## src/rtl/regfile_pkg.sv

```systemverilog
// Shared types for the register-file write-back path.
package regfile_pkg;

  localparam int unsigned WB_ADDR_W = 5;
  localparam int unsigned WB_DATA_W = 32;

  typedef logic [WB_ADDR_W-1:0] reg_idx_t;
  typedef logic [WB_DATA_W-1:0] reg_data_t;

  typedef struct packed {
    reg_idx_t  rd;
    reg_data_t data;
  } wb_req_t;

  localparam reg_idx_t REG_ZERO = '0;

  // x0 is hardwired, so a result aimed at it never reaches the port.
  function automatic logic writes_reg(reg_idx_t rd);
    return rd != REG_ZERO;
  endfunction

endpackage

```

## src/rtl/wb_load_fifo.sv

```systemverilog
// Synchronous FIFO holding load results until the write port is free.
module wb_load_fifo
  import regfile_pkg::*;
#(
  parameter int unsigned Depth = 2
) (
  input  logic                     clk,
  input  logic                     rst,
  input  logic                     push,
  input  wb_req_t                  push_data,
  input  logic                     pop,
  output wb_req_t                  pop_data,
  output logic                     full,
  output logic                     empty,
  output logic [$clog2(Depth):0]   count
);

  localparam int unsigned PtrW = (Depth > 1) ? $clog2(Depth) : 1;
  localparam int unsigned CntW = $clog2(Depth) + 1;

  wb_req_t             mem_q [Depth];
  logic [PtrW-1:0]     wr_ptr_q, wr_ptr_d;
  logic [PtrW-1:0]     rd_ptr_q, rd_ptr_d;
  logic [CntW-1:0]     count_q, count_d;
  logic                do_push, do_pop;

  assign full     = (count_q == CntW'(Depth));
  assign empty    = (count_q == '0);
  assign count    = count_q;
  assign pop_data = mem_q[rd_ptr_q];

  assign do_push = push && !full;
  assign do_pop  = pop && !empty;

  always_comb begin
    wr_ptr_d = wr_ptr_q;
    rd_ptr_d = rd_ptr_q;
    count_d  = count_q;
    if (do_push) begin
      wr_ptr_d = (wr_ptr_q == PtrW'(Depth - 1)) ? '0 : wr_ptr_q + 1'b1;
    end
    if (do_pop) begin
      rd_ptr_d = (rd_ptr_q == PtrW'(Depth - 1)) ? '0 : rd_ptr_q + 1'b1;
    end
    unique case ({do_push, do_pop})
      2'b10:   count_d = count_q + 1'b1;
      2'b01:   count_d = count_q - 1'b1;
      default: count_d = count_q;
    endcase
  end

  always_ff @(posedge clk) begin
    if (rst) begin
      wr_ptr_q <= '0;
      rd_ptr_q <= '0;
      count_q  <= '0;
    end else begin
      wr_ptr_q <= wr_ptr_d;
      rd_ptr_q <= rd_ptr_d;
      count_q  <= count_d;
    end
  end

  // Storage needs no reset; occupancy decides what is valid.
  always_ff @(posedge clk) begin
    if (do_push) begin
      mem_q[wr_ptr_q] <= push_data;
    end
  end

endmodule

```

## src/rtl/regfile_writeback.sv

```systemverilog
// Register-file write-port controller: ALU/load arbitration plus load scoreboard.
// Optional bypass outputs are enabled with REGFILE_WB_FWD_EN.
module regfile_writeback
  import regfile_pkg::*;
#(
  parameter int unsigned ADDRESS_WIDTH = WB_ADDR_W,
  parameter int unsigned DATA_WIDTH    = WB_DATA_W,
  parameter int unsigned LQ_DEPTH      = 2
) (
  input  logic                     clk,
  input  logic                     rst,
  input  logic                     alu_valid,
  input  logic [ADDRESS_WIDTH-1:0] alu_rd,
  input  logic [DATA_WIDTH-1:0]    alu_data,
  input  logic                     mem_valid,
  output logic                     mem_ready,
  input  logic [ADDRESS_WIDTH-1:0] mem_rd,
  input  logic [DATA_WIDTH-1:0]    mem_data,
  input  logic                     issue_valid,
  input  logic [ADDRESS_WIDTH-1:0] issue_rd,
  input  logic [ADDRESS_WIDTH-1:0] chk_rs1,
  input  logic [ADDRESS_WIDTH-1:0] chk_rs2,
  output logic                     busy1,
  output logic                     busy2,
  output logic                     WE3,
  output logic [ADDRESS_WIDTH-1:0] AD3,
  output logic [DATA_WIDTH-1:0]    WD3
`ifdef REGFILE_WB_FWD_EN
  ,
  output logic                     fwd_valid,
  output logic [ADDRESS_WIDTH-1:0] fwd_rd,
  output logic [DATA_WIDTH-1:0]    fwd_data
`endif
);

  localparam int unsigned NumRegs = 1 << ADDRESS_WIDTH;

  logic                     we_q, we_d;
  logic [ADDRESS_WIDTH-1:0] ad_q, ad_d;
  logic [DATA_WIDTH-1:0]    wd_q, wd_d;
  logic [NumRegs-1:0]       sb_q, sb_d;

  wb_req_t                  lq_push_data, lq_head;
  logic                     lq_push, lq_pop, lq_full, lq_empty;
  logic [$clog2(LQ_DEPTH):0] lq_count;
  logic                     sb_clr;

  assign mem_ready    = !lq_full;
  assign lq_push      = mem_valid && mem_ready;
  assign lq_push_data = '{rd: mem_rd, data: mem_data};

  wb_load_fifo #(
    .Depth (LQ_DEPTH)
  ) u_load_fifo (
    .clk       (clk),
    .rst       (rst),
    .push      (lq_push),
    .push_data (lq_push_data),
    .pop       (lq_pop),
    .pop_data  (lq_head),
    .full      (lq_full),
    .empty     (lq_empty),
    .count     (lq_count)
  );

  always_comb begin
    we_d   = 1'b0;
    ad_d   = ad_q;
    wd_d   = wd_q;
    sb_d   = sb_q;
    lq_pop = 1'b0;
    sb_clr = 1'b0;
    if (alu_valid) begin
      if (writes_reg(alu_rd)) begin
        we_d = 1'b1;
        ad_d = alu_rd;
        wd_d = alu_data;
      end
    end else if (!lq_empty) begin
      // Dropped x0 loads still consume their entry.
      lq_pop = 1'b1;
      sb_clr = 1'b1;
      sb_d[lq_head.rd] = 1'b0;
      if (writes_reg(lq_head.rd)) begin
        we_d = 1'b1;
        ad_d = lq_head.rd;
        wd_d = lq_head.data;
      end
    end
    // Applied after the clear so a same-cycle reissue keeps the bit set.
    if (issue_valid && writes_reg(issue_rd)) begin
      sb_d[issue_rd] = 1'b1;
    end
    sb_d[0] = 1'b0;
  end

  always_ff @(posedge clk) begin
    if (rst) begin
      we_q <= 1'b0;
      ad_q <= '0;
      wd_q <= '0;
      sb_q <= '0;
    end else begin
      we_q <= we_d;
      ad_q <= ad_d;
      wd_q <= wd_d;
      sb_q <= sb_d;
    end
  end

  assign WE3   = we_q;
  assign AD3   = ad_q;
  assign WD3   = wd_q;
  assign busy1 = sb_q[chk_rs1];
  assign busy2 = sb_q[chk_rs2];

`ifdef REGFILE_WB_FWD_EN
  assign fwd_valid = we_q && writes_reg(ad_q);
  assign fwd_rd    = ad_q;
  assign fwd_data  = wd_q;
`endif

  // A reissue is legal only when the prior load retires in the same cycle.
  issue_to_busy_reg : assert property (@(posedge clk) disable iff (rst)
    (issue_valid && writes_reg(issue_rd)) |->
      (!sb_q[issue_rd] || (sb_clr && lq_head.rd == issue_rd)));

  alu_waw_on_busy_reg : assert property (@(posedge clk) disable iff (rst)
    (alu_valid && writes_reg(alu_rd)) |-> !sb_q[alu_rd]);

  lq_count_in_range : assert property (@(posedge clk) disable iff (rst)
    lq_count <= ($clog2(LQ_DEPTH) + 1)'(LQ_DEPTH));

endmodule

```

## config.mk

```make
export PLATFORM = sky130hd
export DESIGN_NAME = regfile_writeback
export DESIGN_NICKNAME = d
export VERILOG_FILES = /design/src/rtl/regfile_pkg.sv /design/src/rtl/wb_load_fifo.sv /design/src/rtl/regfile_writeback.sv
export SDC_FILE = /design/constraint.sdc
export NUM_CORES = 1
export LEC_CHECK = 0
export ABC_AREA = 1
export CAP_MARGIN = 10
export CORE_ASPECT_RATIO = 0.8
export CORE_MARGIN = 5
export CORE_UTILIZATION = 50
export CTS_BUF_LIST = sky130_fd_sc_hd__clkbuf_8
export DETAILED_ROUTE_END_ITERATION = 8
export PLACE_DENSITY = 0.77
export RECOVER_POWER = 50
export SLEW_MARGIN = 10
export SYNTH_ARGS = -nofsm -noshare
export SYNTH_HDL_FRONTEND = slang
export SYNTH_SLANG_ARGS = --single-unit
```

## constraint.sdc

```tcl
create_clock -name clk -period 6.2 [get_ports clk]
set_input_delay 1.24 -clock clk [delete_from_list [all_inputs] [get_ports clk]]
set_output_delay 1.24 -clock clk [all_outputs]
set_load 0.02 [all_outputs]
```

== Word level (Yosys, flattened, before mapping) ==
Memories as Yosys holds them, arrays and structs flattened. A register that Yosys moved wholly into a read port is not among the register bits.
Index checks and enable logic that the tools add are counted.
Cells by class
  $lt $le $gt $ge: 6
  add/subtract/negate cells: 4
  reduce and logical (&&, ||, !) cells: 15
  bitwise logic cells: 3
  muxes and demuxes: 32
  eq/ne operators: 5
Operators with widths (number)
  $mux 32: 7
  $and 32x32->32: 1
  $not 32->32: 1
  $or 32x32->32: 1
  $lt 5x6->1 const B: 4
  $mux 5: 4
  $mux 1: 16
  $reduce_bool 5->1: 3
  $bmux 1 s5: 2
  $demux 1 s5: 2
  $ge 5x1->1 const B: 2
  $logic_and 1x1->1: 6
  $eq 2x2->1 const B: 2
  $pmux 2 s2: 1
  $reduce_bool 2->1: 2
  $reduce_and 3->1: 1
  $add 1x1->1 const B: 2
  $add 2x1->2 const B: 1
  $eq 2x1->1 const B: 1
  $logic_not 1->1: 2
  $logic_not 2->1: 1
  $ne 2x1->1 const B: 1
  $ne 2x2->1 const B: 1
  $sub 2x1->2 const B: 1
Storage, ports and cells
  memory bits (writable): 74
  register bits after elaboration: 74
  memories kept: 1
  output and inout bits: 41
  logic and storage cells: 74
Memory list
  u_load_fifo.mem_q: words 2, width 37, rd ports 1, clocked after Yosys merged registers in 1, wr ports 1, line wb_load_fifo.sv:21  | wb_req_t mem_q [Depth];

== Longest topological paths before layout ==
  depth in word-level cells: 10
  depth in mapped cells: 10
  depth with buffers taken out: 10

== Cells and area by module ==
From an unflattened synthesis, not the netlist that was laid out.
Unflattened totals
  cell total of the unflattened synthesis: 772
  area total of the unflattened synthesis: 6836.6 µm²
Modules (own cells, without submodules)
  regfile_writeback: area an instance 3768.6 µm², instances 1, cells an instance 617
  wb_load_fifo: area an instance 3067.9 µm², instances 1, cells an instance 155

== Worst setup path after synthesis ==
No wires, ideal clock.
  kind: input to output
  start point: in chk_rs1[0]
  end point: out busy1
  required time: 4.960 ns
  path buffers: 1
  stages on the path: 9
  setup slack: 2.803 ns
  data arrival time: 2.157 ns
  cell sequence: clkinv_1 > clkbuf_1 > nand2_1 > o211ai_1 > nand3_1 > nand3_1 > nand2_1 > nand2_1 > nand2_1
On the way
  longest elaborated chain between the ends: 2
Ends and longest elaborated chain
  from (decl): line regfile_writeback.sv:21  | input logic [ADDRESS_WIDTH-1:0] chk_rs1,
  $bmux 1 s5: line regfile_writeback.sv:114  | assign busy1 = sb_q[chk_rs1];
  $mux 1 (implied by the code): line regfile_writeback.sv:114
  to (decl): line regfile_writeback.sv:23  | output logic busy1,
No other way between the ends. The select of a mux whose other input is x is not followed.

== Worst setup path in the final report ==
Same ends and word-level chain as after synthesis.

==> results.md <==
* Worst Path Max Fanout at 18
* DIE HEIGHT at 114 um
* Netlist cell types at 31
* Tot GR Track Use at 0.236
* Drt pass-1 iters at 5
* Cell row count at 38
* Yosys reg bits at 148
* # setup viols final at 0
* Initial DRC count at 469
* Pins Over Slew Limit at 77
* Total wire length at 18.6 mm
* Fin nets at 1,034
* Crit path cell chain: clkdlybuf4s50_1 > clkinv_1 > nand2_1 > o211ai_1 > nand3_1 > nand3_1 > nand2_1 > nand2_1 > nand2_1 > clkdlybuf4s50_1
* Min-delay worst type: reg2reg
* CTS resizes at 0
* Die width at 140 um
* Vias per inst at 5.31
* DRC Markers at 0
* Slew HR at -0.546
* FMAX at 201 MHz
* Switching part of the total at 0.317
* I/O Pins at 135
* Clock Skews at 0.0119 ns
* Part of the power in registers at 0.448
* CTS tree: built
* Highest-count cells in the layout ignoring fill and taps: nand2_1, nor2_1, clkdlybuf4s50_1, edfxtp_1, dfxtp_1
* RD Place Congestion at 0.925
* Total CTS buffers at 17
* Sequential area share after synthesis at 0.546
* Most frequent CP cell: nand2_1
* Grt ovf at 0
* WHS Path Cells at 1
* Final worst path period share at 0.804
* CP Data Arrival Time at 3.74 ns
* Power share of the clock group at 0.318
* Post-CTS Hold Buffers at 0
* Fin Hold WS at 0.443 ns
* Tightest Pin Transition at 2.32 ns
* Avg Inst Size Synth at 8.29 um2
* Power Total at 0.00269 W
* Post-DRT Antenna Nets at 0
* Slowest cell on crit path: clkdlybuf4s50_1
* RSZ-0062 raised after global routing: false
* Cell Pwr Density at 310 nW/um2
* Core Box Area at 13,400 um2
* Synthesized area at 6780 um2
* CTS Sinks at 148
* H-tree Lvls at 4
* Pin count of the biggest net entering global routing at 53
* Fin crit period at 4.98 ns
* Syn nets at 913
* Area grow syn2layout at 28.2%
* Max VDD drop at 0.000165 V
* Internal power at 0.00184 W
* I/O Buffers at 134
* Status: finished with violations
* P_leak at 3.40 nW
* Critical path class: in2out
* Clock latency at the later pin of the worst-skew pair at 0.46 ns
* Total die area at 16,000 um2
* Nature of the critical path endpoint: primary output
* Hold Violations, Final at 0
* CP startpoint kind: input port
* CTS root buffer: clkbuf_8
* R2r endpoint: AD3[4]
* Starting density of the core at 0.506
* Clock buffer depth at 2
* Layout cells sized above 1 at 0.0620
* Vias in the first global route at 5,753
* Min-delay src: u_load_fifo.rd_ptr_q
* Hpwl dp at 12.4 mm
* Setup_tns at 0 ns
* Slowest stage delay, CP at 0.77 ns
* Most common cell after layout, fill and taps aside: nand2_1
* Routed wire per std cell at 16.4 um
* Max-cap violations at 2
* Cells after synthesis at 818
* Total number of vias at 6,026
* Violated checks: max-capacitance violations, max-slew violations
* First-pass GRT wire length at 29.7 mm
* Reg2reg setup slack at 2.76 ns
* Comb pwr share at 0.234
* Initial antenna violation count at 6
* Reg clk slew, reported paths at 0.08 ns
* Worst reg-to-reg path cell count at 10
* Worst Path Required at 4.96 ns
* Psw at 0.000852 W
* Post-CTS setup buffers at 0
* Ys Warns at 0
critical path, delay by kind of cell:
kind,cells,cell delay [ns]
compound gates,1,0.10
buf+inv,3,1.88
simple gates,6,0.52
cell type report:
cell class	instances	area, um2
tap	180	225
inverter	42	158
fill	1155	4720
antenna	3	7.51
multi-input combinational	590	2760
clock buffer	17	234
clock inverter	15	223
timing repair buffer	140	1380
sequential	148	3700
metal layers:
layer / wire (um) / track usage
met5: 34 / 0
met4: 259 / 0.0704
met3: 1850 / 0.0752
met2: 8420 / 0.371
met1: 8020 / 0.316
power by group through the flow:
stage | Combinational, W | Sequential, W | Clock [W]
after floorplan | 0.000359 | 0.00125 | 0
after global placement | 0.000627 | 0.00122 | 0
after detailed placement | 0.000634 | 0.00122 | 0
after global routing | 0.000696 | 0.00122 | 0.000896
final | 0.000630 | 0.00121 | 0.000855
after CTS | 0.000640 | 0.00120 | 0.000861
synth_stat cells (all sizes together):
master    n  area [um2]
buf      16        91.3
nand3    53         278
a21boi    1        18.8
or2       1        6.26
ha        1        12.5
nand2   258        1010
o21ai    30         165
dfxtp    74        1480
nor3      3        15.0
edfxtp   74        2220
nand3b   33         248
a21oi    42         210
inv      40         150
a31oi    32         200
clkbuf   22        82.6
nor2    126         508
clkinv    2        7.51
o211ai    6        45.0
and3      1        6.26
nand4     3        18.8
sequential cells by signal, indices dropped and copies added, names as in the netlist, named ones only:
| name | flops |
|---|---|
| u_load_fifo.mem_q | 74 |
| WE3 | 1 |
| AD3 | 5 |
| u_load_fifo.rd_ptr_q | 1 |
| WD3 | 32 |
| u_load_fifo.count | 2 |
| u_load_fifo.wr_ptr_q | 1 |
| sb_q | 31 |
worst max path at each step:
| stage | end | slack, ns | depth (start not counted) | start |
|---|---|---|---|---|
| after floorplan | busy1 | 2.80 | 9 | chk_rs1[0] |
| after global placement | busy1 | 1.26 | 10 | chk_rs1[0] |
| after detailed placement | busy1 | 1.21 | 10 | chk_rs1[0] |
| after CTS | busy1 | 1.21 | 10 | chk_rs1[0] |
| after global routing | busy1 | 0.98 | 10 | chk_rs1[0] |
| final | busy1 | 1.22 | 10 | chk_rs1[0] |
logic make-up after synthesis:
logic type	count (synthesis)	share of synthesized area
DFF	148	0.546
and+or+nand+nor	478	0.309
buffers and inverters	80	0.0489
adders and majority gates	1	0.00185
AOI/OAI and AO/OA	111	0.0943
through the flow:
step / setup slack [ns] / cell area, um2 / std cells / utilization
5_1_grt: 0.980 / 8690 / 1135 / 0.648
4_1_cts: 1.21 / 8690 / 1132 / 0.648
6_report: 1.22 / 8690 / 1135 / 0.648
3_3_place_gp: 1.26 / 8230 / 1100 / 0.614
2_1_floorplan: 2.80 / 6780 / 818 / -
3_5_place_dp: 1.21 / 8230 / 1100 / 0.614
Power figures use the tool's default switching activity.
